[src/rtl/hazard_ctrl.sv]
// -----------------------------------------------------------------------------
// hazard_ctrl
//
// Pipeline hazard controller for the 5-stage MIPS core. It sits beside the
// F_D, ID_EX, EX_MEM and MEM_WB pipeline registers.
//
// It does three jobs:
//   - Data hazards: compares the D-stage source registers against the E and M
//     destinations. It uses the Tuse/Tnew timing model to decide when the front
//     end must stall and a bubble must be inserted into ID_EX.
//   - Forwarding: produces the bypass mux selects for the D-stage comparator
//     operands, the E-stage ALU operands and the M-stage store data.
//   - MDU sequencing: owns the multi-cycle mult/div busy sequencer. HI/LO
//     consumers in D are held until the MDU result is available.
//
// Parameters
//   MULT_CYCLES  E-stage busy cycles for mult/multu (>= 1)
//   DIV_CYCLES   E-stage busy cycles for div/divu   (>= 1)
//   CNT_W        width of stall_cnt (only used with HAZARD_STALL_CNT_EN)
//
// Ports
//   clk, reset                 rising-edge clock, synchronous active-high reset
//   rsD, rtD                   D-stage source register numbers
//   tuse_rsD, tuse_rtD         cycles until D needs the operand (3 = unused)
//   rsE, rtE                   E-stage source register numbers
//   rtM                        M-stage store-data register number
//   RegWriteE/M/W, WriteRegE/M/W
//                              GPR write enable and destination per stage
//   tnewE, tnewM               cycles until the E / M result is ready
//   mdu_startE, mdu_divE       mult/div issued in E this cycle, 1 = div
//   mdu_useD                   D instruction touches the MDU or HI/LO
//   stallF, stallD, flushE     hold PC, hold F_D, bubble ID_EX
//   fwd_rsD, fwd_rtD           0 = regfile, 1 = from M, 2 = from W
//   fwd_rsE, fwd_rtE           0 = ID_EX value, 1 = from M, 2 = from W
//   fwd_rtM                    1 = forward the W result to the M store data
//   mdu_busy                   MDU sequencer busy (registered)
//   stall_cnt                  stall cycle counter (HAZARD_STALL_CNT_EN only)
//
// Configuration macro
//   HAZARD_STALL_CNT_EN  When defined, this adds the stall_cnt output. The
//                        counter increments on every cycle that stallD is
//                        high, wraps modulo 2^CNT_W and is cleared by reset.
// -----------------------------------------------------------------------------
module hazard_ctrl #(
  parameter int MULT_CYCLES = 5,
  parameter int DIV_CYCLES  = 10,
  parameter int CNT_W       = 32
) (
  input  logic             clk,
  input  logic             reset,
  input  logic [4:0]       rsD,
  input  logic [4:0]       rtD,
  input  logic [1:0]       tuse_rsD,
  input  logic [1:0]       tuse_rtD,
  input  logic [4:0]       rsE,
  input  logic [4:0]       rtE,
  input  logic [4:0]       rtM,
  input  logic             RegWriteE,
  input  logic             RegWriteM,
  input  logic             RegWriteW,
  input  logic [4:0]       WriteRegE,
  input  logic [4:0]       WriteRegM,
  input  logic [4:0]       WriteRegW,
  input  logic [1:0]       tnewE,
  input  logic [1:0]       tnewM,
  input  logic             mdu_startE,
  input  logic             mdu_divE,
  input  logic             mdu_useD,
  output logic             stallF,
  output logic             stallD,
  output logic             flushE,
  output logic [1:0]       fwd_rsD,
  output logic [1:0]       fwd_rtD,
  output logic [1:0]       fwd_rsE,
  output logic [1:0]       fwd_rtE,
  output logic             fwd_rtM,
`ifdef HAZARD_STALL_CNT_EN
  output logic [CNT_W-1:0] stall_cnt,
`endif
  output logic             mdu_busy
);

  // The busy counter only has to hold the longer of the two latencies.
  localparam int MAX_CYCLES = (MULT_CYCLES > DIV_CYCLES) ? MULT_CYCLES : DIV_CYCLES;
  localparam int MDU_CNT_W  = $clog2(MAX_CYCLES + 1);

  localparam logic [MDU_CNT_W-1:0] MULT_LOAD = MDU_CNT_W'(MULT_CYCLES);
  localparam logic [MDU_CNT_W-1:0] DIV_LOAD  = MDU_CNT_W'(DIV_CYCLES);
  localparam logic [MDU_CNT_W-1:0] CNT_ONE   = MDU_CNT_W'(1);

  localparam logic [1:0] FWD_NONE = 2'd0;
  localparam logic [1:0] FWD_M    = 2'd1;
  localparam logic [1:0] FWD_W    = 2'd2;

  // A zero cycle count would leave the sequencer stuck at the wrap value.
  if (MULT_CYCLES < 1 || DIV_CYCLES < 1 || CNT_W < 1) begin : g_param_check
    $error("hazard_ctrl: MULT_CYCLES, DIV_CYCLES and CNT_W must all be >= 1");
  end

  typedef enum logic {
    MDU_IDLE = 1'b0,
    MDU_BUSY = 1'b1
  } mdu_state_e;

  mdu_state_e             state_q, state_d;
  logic [MDU_CNT_W-1:0]   cnt_q, cnt_d;

  // A producer matches a source when it writes that register.
  // $0 is hard-wired to zero, so it never matches.
  function automatic logic reg_match(input logic [4:0] src,
                                     input logic       we,
                                     input logic [4:0] dst);
    return we && (dst == src) && (src != 5'd0);
  endfunction

  logic match_rsD_E, match_rsD_M, match_rsD_W;
  logic match_rtD_E, match_rtD_M, match_rtD_W;
  logic match_rsE_M, match_rsE_W;
  logic match_rtE_M, match_rtE_W;
  logic match_rtM_W;

  always_comb begin
    match_rsD_E = reg_match(rsD, RegWriteE, WriteRegE);
    match_rsD_M = reg_match(rsD, RegWriteM, WriteRegM);
    match_rsD_W = reg_match(rsD, RegWriteW, WriteRegW);
    match_rtD_E = reg_match(rtD, RegWriteE, WriteRegE);
    match_rtD_M = reg_match(rtD, RegWriteM, WriteRegM);
    match_rtD_W = reg_match(rtD, RegWriteW, WriteRegW);
    match_rsE_M = reg_match(rsE, RegWriteM, WriteRegM);
    match_rsE_W = reg_match(rsE, RegWriteW, WriteRegW);
    match_rtE_M = reg_match(rtE, RegWriteM, WriteRegM);
    match_rtE_W = reg_match(rtE, RegWriteW, WriteRegW);
    match_rtM_W = reg_match(rtM, RegWriteW, WriteRegW);
  end

  // A D-stage instruction must wait when a producer ahead of it delivers its
  // result later than the consumer needs it (Tuse < Tnew).
  // tuse = 3 marks an unused operand. Tnew never exceeds 2, so an unused
  // operand can never cause a stall.
  // W results are always ready, so W never causes a stall.
  logic data_stall;
  logic mdu_stall;
  logic stall;

  always_comb begin
    data_stall = (match_rsD_E && (tuse_rsD < tnewE)) ||
                 (match_rsD_M && (tuse_rsD < tnewM)) ||
                 (match_rtD_E && (tuse_rtD < tnewE)) ||
                 (match_rtD_M && (tuse_rtD < tnewM));
    // The start cycle itself counts: the sequencer has not yet registered busy.
    mdu_stall  = mdu_useD && ((state_q == MDU_BUSY) || mdu_startE);
    stall      = (data_stall || mdu_stall) && !reset;
  end

  // Forward selects: the M stage is younger than W, so M wins.
  // The D stage can take M only once M holds its final value (tnewM == 0).
  // Any case where M does not yet hold its final value is already stalled.
  // The E stage always takes M, because the stall logic guarantees that a
  // load in M has no consumer in E.
  always_comb begin
    fwd_rsD = FWD_NONE;
    fwd_rtD = FWD_NONE;
    fwd_rsE = FWD_NONE;
    fwd_rtE = FWD_NONE;
    fwd_rtM = 1'b0;

    if (!reset) begin
      if (match_rsD_M && (tnewM == 2'd0)) begin
        fwd_rsD = FWD_M;
      end else if (match_rsD_W) begin
        fwd_rsD = FWD_W;
      end

      if (match_rtD_M && (tnewM == 2'd0)) begin
        fwd_rtD = FWD_M;
      end else if (match_rtD_W) begin
        fwd_rtD = FWD_W;
      end

      if (match_rsE_M) begin
        fwd_rsE = FWD_M;
      end else if (match_rsE_W) begin
        fwd_rsE = FWD_W;
      end

      if (match_rtE_M) begin
        fwd_rtE = FWD_M;
      end else if (match_rtE_W) begin
        fwd_rtE = FWD_W;
      end

      fwd_rtM = match_rtM_W;
    end
  end

  always_comb begin
    stallF = stall;
    stallD = stall;
    flushE = stall;
  end

  // MDU sequencer: a start loads the latency, and the state then counts down
  // while in BUSY. The last busy cycle is the one where cnt reads 1.
  // A start that arrives while busy is ignored. The decoder never issues one,
  // because the MDU stall holds every MDU instruction in D.
  always_comb begin
    state_d = state_q;
    cnt_d   = cnt_q;

    case (state_q)
      MDU_IDLE: begin
        if (mdu_startE) begin
          state_d = MDU_BUSY;
          cnt_d   = mdu_divE ? DIV_LOAD : MULT_LOAD;
        end
      end
      MDU_BUSY: begin
        cnt_d = cnt_q - CNT_ONE;
        if (cnt_q == CNT_ONE) begin
          state_d = MDU_IDLE;
        end
      end
      default: begin
        state_d = MDU_IDLE;
        cnt_d   = '0;
      end
    endcase
  end

  always_ff @(posedge clk) begin
    if (reset) begin
      state_q <= MDU_IDLE;
      cnt_q   <= '0;
    end else begin
      state_q <= state_d;
      cnt_q   <= cnt_d;
    end
  end

  always_comb begin
    mdu_busy = (state_q == MDU_BUSY);
  end

`ifdef HAZARD_STALL_CNT_EN
  // Performance counter of front-end stall cycles. It wraps silently.
  logic [CNT_W-1:0] stall_cnt_q, stall_cnt_d;

  always_comb begin
    stall_cnt_d = stall_cnt_q;
    if (stallD) begin
      stall_cnt_d = stall_cnt_q + CNT_W'(1);
    end
  end

  always_ff @(posedge clk) begin
    if (reset) begin
      stall_cnt_q <= '0;
    end else begin
      stall_cnt_q <= stall_cnt_d;
    end
  end

  always_comb begin
    stall_cnt = stall_cnt_q;
  end
`else
  // The stall counter is not built in this configuration.
`endif

endmodule

[config.mk]
export PLATFORM = sky130hd
export DESIGN_NAME = hazard_ctrl
export DESIGN_NICKNAME = d
export VERILOG_FILES = /design/src/rtl/hazard_ctrl.sv
export SDC_FILE = /design/constraint.sdc
export NUM_CORES = 1
export LEC_CHECK = 0
export CORE_ASPECT_RATIO = 1.4
export CORE_MARGIN = 10
export CORE_UTILIZATION = 39
export DETAILED_ROUTE_END_ITERATION = 6
export PLACE_DENSITY_LB_ADDON = 0.05
export SLEW_MARGIN = 25
export SYNTH_ARGS = -nofsm -noshare
export SYNTH_HDL_FRONTEND = slang
export SYNTH_SLANG_ARGS = --single-unit
[constraint.sdc]
create_clock -name clk -period 2.6 [get_ports clk]
set_clock_uncertainty 0.2 [all_clocks]
set_input_delay 0.39 -clock clk [delete_from_list [all_inputs] [get_ports clk]]
set_output_delay 0.39 -clock clk [all_outputs]
set_load 0.02 [all_outputs]
==> flow_summary.yaml <==
clock_tree:
  cts_root_buffer: "clkbuf_8"
  clkLatencyLatePin_ns: 0.22
  cts_max_path_buffers: 2
  numCtsBuffers: 3
  htree_num_levels: 1
  hold_buffers: 0
  cts.sinks: 5
  cts_tree: "built"
  clkTransAtPathRegs_ns: 0.04
critical_path:
  cp_data_required_time_ns: 2.01
  worstPathCellList: "clkdlybuf4s15_1 -> or4_4 -> nor2_4 -> nor4_4 -> buf_4 -> a2111oi_4 -> buf_4"
  critical-path-top-delay-family: "simple AND/OR/NAND/NOR gates"
  worstRegToRegCells: 4
  endpoint: "fwd_rtD[1]"
  r2r-start: "mdu_busy"
  cp.arrival_ns: 1.95
  path_max_fanout: 3
  slowest_delay_ns: 0.44
  slowest_stage: "or4_4"
  worst_path_most_repeated_cell: "buf_4"
  reg2reg_setup_slack_ns: 1.11
  path_depth: 7
  worstPathBufferInverterCount: 3
  cp-start-kind: "primary input"
  startpoint: "rtD[4]"
  endpoint_kind: "primary output"
  rr_endpoint: "cnt_q[2]"
  worstSetupPathType: "primary input to primary output"
global_routing:
  grt.overflow.total: 0
  grt_pass1_wl_um: 8280
  gr-usage-all-layers: 0.176
  grt_pass1_vias: 1852
  antenna_found_initial: 0
  grt_max_degree: 11
placed_design:
  gp_congestion: 0.875
  dp_hpwl_um: 4330
  dpl_cell_area_um2: 2270
  port_buffers: 68
  pre_cts_ws_ns: -0.687
timing:
  slew_headroom: 0.797
  worst_pin_slew_ns: 0.304
  tns_ns: 0
  min_period_ns: 2.54
  timing.final.ws_setup_ns: 0.0560
  fmax_mhz: 393
  hold_viol: 0
  slew_violations: 0
  finalCritPeriodShare: 0.978
  final-setup-viol-count: 0
  grt_setup_unrepaired: "no"
detailed_routing:
  routed_wl_um: 5230
  drtIter0Drc: 79
  vias_per_cell: 5.22
  vias: 1645
  drc_errors: 0
  dr.pass1.iters: 4
  ant_nets: 0
  wl_per_cell_um: 16.6
die:
  rows: 24
  die_area_um2: 5810
  die_h_um: 86.2
  ioPinCount: 69
  die_w_um: 67.3
  start_util: 0.399
  core_area_um2: 3060
hold_path:
  hold_path_class: "flop to flop"
power_and_ir_drop:
  ir_worst_vdd_mv: 0.337
  powerDensity_nw_per_um2: 246
  total_power_mw: 0.594
  p_leak_nw: 1.05
yosys:
  netlist_instances: 161
  yosys.area.top_type: "xnor2_1"
  ys_warn_count: 0
  netlist_area_um2: 1220
  syn_area_per_cell_um2: 7.59
  ys_seq_area_frac: 0.0819
  synthTopCellsByArea: "xnor2_1 (27%), xor2_1 (11%), dfxtp_1 (8.2%)"
  synth_top_area_share: 0.272
  ys_seq_elements: 5
  ys_types: 33
  syn_nets: 223
run:
  max_cap_viol_count: 0
cells_and_area:
  n_fill_cell: 228
  antenna_cells: 0
  final_util: 0.787
  drive_gt1_frac: 0.333
  fin_area_um2: 2410
  layout-area-overhead-vs-synth_pct: 97.2
  fin_nets: 339
outcome:
  status: "completed"
-- cells in the mapped netlist (all sizes together) --
cell type and count:
and3b 2, a2111oi 2, nor2 10, nor2b 3
nor4b 1, ha 6, a21oi 6, a211oi 1
a221oi 1, o21ai 4, and3 1, a41oi 1
a22oi 1, nand3 1, xnor2 38, nand2 9
dfxtp 5, xor2 16, nand4 8, nor3 6
o21bai 2, nand3b 3, nand2b 4, nor4 10
or4 4, clkbuf 9, buf 2, inv 5
-- stage by stage --
| step | hold slack, ns | std cells |
|---|---|---|
| after global routing | 0.425 | 315 |
| after floorplan | 0.268 | 161 |
| final | 0.378 | 315 |
| after detailed placement | 0.313 | 306 |
| after CTS | 0.364 | 315 |
| after global placement | 0.296 | 306 |
-- cell families (layout without fill, tap and decap cells) --
| family | Yosys count | after routing | share of synthesized area |
|---|---|---|---|
| buf+inv | 16 | 131 | 0.0553 |
| compound gates | 18 | 18 | 0.100 |
| fa+ha+maj | 6 | 6 | 0.0614 |
| xor+xnor | 54 | 54 | 0.387 |
| simple gates | 62 | 62 | 0.314 |
| flops | 5 | 5 | 0.0819 |
-- report_power, final --
group	switching (mW)	internal (mW)	total, mW
Clock	0.0373	0.105	0.143
Sequential	0.00907	0.0853	0.0944
Combinational	0.159	0.198	0.357
-- routing by layer --
| layer | GRT usage | vias up | part of all wire |
|---|---|---|---|
| li1 | - | 798 | - |
| met1 | 0.171 | 761 | 0.35 |
| met2 | 0.346 | 73 | 0.56 |
| met3 | 0.0375 | 13 | 0.068 |
| met4 | 0.0524 | 0 | 0.027 |
| met5 | 0 | - | 0 |
-- final cells by class --
class                           instances  area, um2  area share
Tap cell                               39       48.8      0.0202
Inverter                                5       18.8     0.00778
Multi-Input combinational cell        140       1170       0.484
Clock buffer                            4       45.0      0.0187
Timing Repair Buffer                  122       1030       0.428
Sequential cell                         5        100      0.0415
-- flip-flops by register name (all words and copies together) (netlist names) --
register  count
cnt_q         4
mdu_busy      1
-- timing repair --
item	in CTS	in global routing
gates resized for setup	86	25
endpoints found under the setup margin	12	10
pin swaps	17	18
buffers inserted	5	0
-- tightest hold or removal path: cells and delay by family, from the launching register on --
kind | cells | cell delay [ns]
flops | 1 | 0.34
simple gates | 2 | 0.18
-- placed cells by master (no fill, tap or decap), types with 6 or more instances in the layout --
cell,count
dlygate4sd2_1,16
nor2_1,6
dlymetal6s2s_1,6
clkdlybuf4s50_1,29
nand2_1,9
xor2_1,16
xnor2_1,35
nand4_1,8
a21oi_1,6
nor3_1,6
ha_1,6
buf_4,57
-- how the worst min path moves through the flow --
| stage | slack [ns] | cells after the start | endpoint | start |
|---|---|---|---|---|
| final | 0.38 | 2 | mdu_busy | cnt_q[3] |
| after global placement | 0.30 | 2 | cnt_q[3] | cnt_q[3] |
| after floorplan | 0.27 | 2 | cnt_q[3] | cnt_q[3] |
| after detailed placement | 0.31 | 2 | cnt_q[3] | cnt_q[3] |
| after CTS | 0.36 | 2 | mdu_busy | cnt_q[3] |
| after global routing | 0.43 | 2 | cnt_q[3] | cnt_q[3] |
Note: power is estimated with default switching activity, not from simulation.
==> patch, RTL diff (config.mk and constraints unchanged) <==
The parameter `DIV_CYCLES` goes from 10 to 12.
--- a/src/rtl/hazard_ctrl.sv
+++ b/src/rtl/hazard_ctrl.sv
@@ -43,7 +43,7 @@
 // -----------------------------------------------------------------------------
 module hazard_ctrl #(
   parameter int MULT_CYCLES = 5,
-  parameter int DIV_CYCLES  = 10,
+  parameter int DIV_CYCLES  = 12,
   parameter int CNT_W       = 32
 ) (
   input  logic             clk,
Behaviour: no difference found for any inputs over 10 cycles, from zero or initial values and one cycle with reset high; that may be too few to reach the edited logic, so the function may still have changed.
==> patch against the original RTL <==
- non-clock buffer count is 5 lower
- design area is 0.52% lower
- total power is 0.95% lower
- sequential cell count stayed put
- synthesized area is 1.8% lower
- global-route usage is 0.48 points lower
- routed wire length is 0.29% lower
- cell count is 2.5% lower
- combinational power hardly changed
- worst setup slack worse by 0.038 ns
- critical path depth stayed put
- first-iteration DRC count is 52% lower
- largest power group unchanged
==> patch: results (changes against the original RTL) <==
status -> finished clean
R2R setup slack -> 1.26 ns (+0.15 ns)
Inst Count DP -> 300 (-2.0%)
Placed Area -> 2220 µm² (-2.1%)
sequential share of power -> 0.155 (-0.004)
Clock Latency Late Sink -> 0.22 ns (about the same)
Post-Syn Instances -> 160 (-0.62%)
vias in the first global route -> 1739 (-6.1%)
Setup crit end -> stallF
worst reg2reg path depth -> 5 (+1)
met1 Use GR -> 0.168 (-0.00296)
Global Route Usage Sum -> 0.171 (-0.00485)
Syn Nets -> 222 (-0.45%)
Final #Nets -> 333 (-1.8%)
CP arrival -> 1.99 ns (+0.04 ns)
Crit path largest cell delay -> 0.59 ns (+0.15 ns)
CTS Buf Count -> 3 (unchanged)
Pwr Total -> 0.000589 W (-0.95%)
NetSw -> 0.000198 W (-3.9%)
drt wl/cell -> 17.0 µm (+2.3%)
Worst VDD drop -> 0.323 mV (-4.3%)
Crit path max-delay family -> buffers and inverters
Distinct cells, synth -> 30 (-9.1%)
Seq/Total Area, Yosys -> 0.0834 (+0.00154)
routing usage on met3 -> 0.0456 (+0.00811)
vias -> 1592 (-3.2%)
WL final -> 5210 µm (-0.29%)
pre-CTS WS -> -0.708 ns (-0.0215 ns)
Iter 0 DRT Violations -> 38 (-52%)
largest net degree at the start of global routing -> 13 (+2)
CTS root buf -> clkbuf_8
global placement routability congestion -> 0.898 (+2.7%)
R2R Path End -> cnt_q[1]
relative slew slack -> 0.766 (-0.0315)
crit path max-delay cell type -> clkdlybuf4s50_1
DP HPWL -> 4310 µm (-0.44%)
worst r2r src -> cnt_q[0]
Tmin final -> 2.58 ns (+0.0375 ns)
met2 usage -> 0.331 (-0.0147)
first-pass GRT wire length -> 8000 µm (-3.4%)
most frequent cells after synthesis -> xnor2_1, xor2_1, clkbuf_1
layout cell share with drive strength beyond 1 -> 0.330 (-0.00370)
## patch: final cells by class
type | count | area [µm²]
tap | 37 | 46.3
clock buffer | 4 | 45.0
timing repair buffer | 117 | 1040
fill | 185 | 508
sequential | 5 | 100
inverter | 6 | 22.5
multi-input combinational | 138 | 1150
## patch: metal layers
layer  vias up  routed length [µm]
met5         -                   0
met4         0                 113
met3         9                 329
met2        56                2870
met1       739                1900
li1        788                   -
## patch: repair_timing
action / 4_1_cts / 5_1_grt
resized for setup: 64 / 49
hold endpoints to repair: 0 / 0
endpoints found under the setup margin: 12 / 12
hold buffers: 0 / 0
setup buffers: 0 / 3
pin swaps: 2 / 17
## patch: worst min-delay path by stage
stage          startpoint        to  slack, ns  depth (start not counted)
3_5_place_dp     cnt_q[2]  cnt_q[2]       0.30                          1
6_report         cnt_q[2]  cnt_q[2]       0.32                          1
2_1_floorplan    cnt_q[2]  cnt_q[2]       0.27                          1
4_1_cts          cnt_q[2]  cnt_q[2]       0.31                          1
5_1_grt          cnt_q[2]  cnt_q[2]       0.35                          1
3_3_place_gp     cnt_q[2]  cnt_q[2]       0.29                          1
## patch: worst register-to-register path, delay by kind of cell, from the launching register on
kind                     cells  cell delay (ns)
AND/OR/NAND/NOR              2             0.22
buffers and inverters        1             0.09
flip-flops                   1             0.37
AO/OA/AOI/OAI                1             0.10
adder cells (fa/ha/maj)      1             0.30
## patch: kinds of logic after synthesis
logic type      count (synthesis)  share of synthesized area
simple gates                   61                      0.309
compound gates                 17                     0.0918
buf+inv                        17                     0.0594
xor+xnor                       54                      0.394
fa+ha+maj                       6                     0.0626
flops                           5                     0.0834
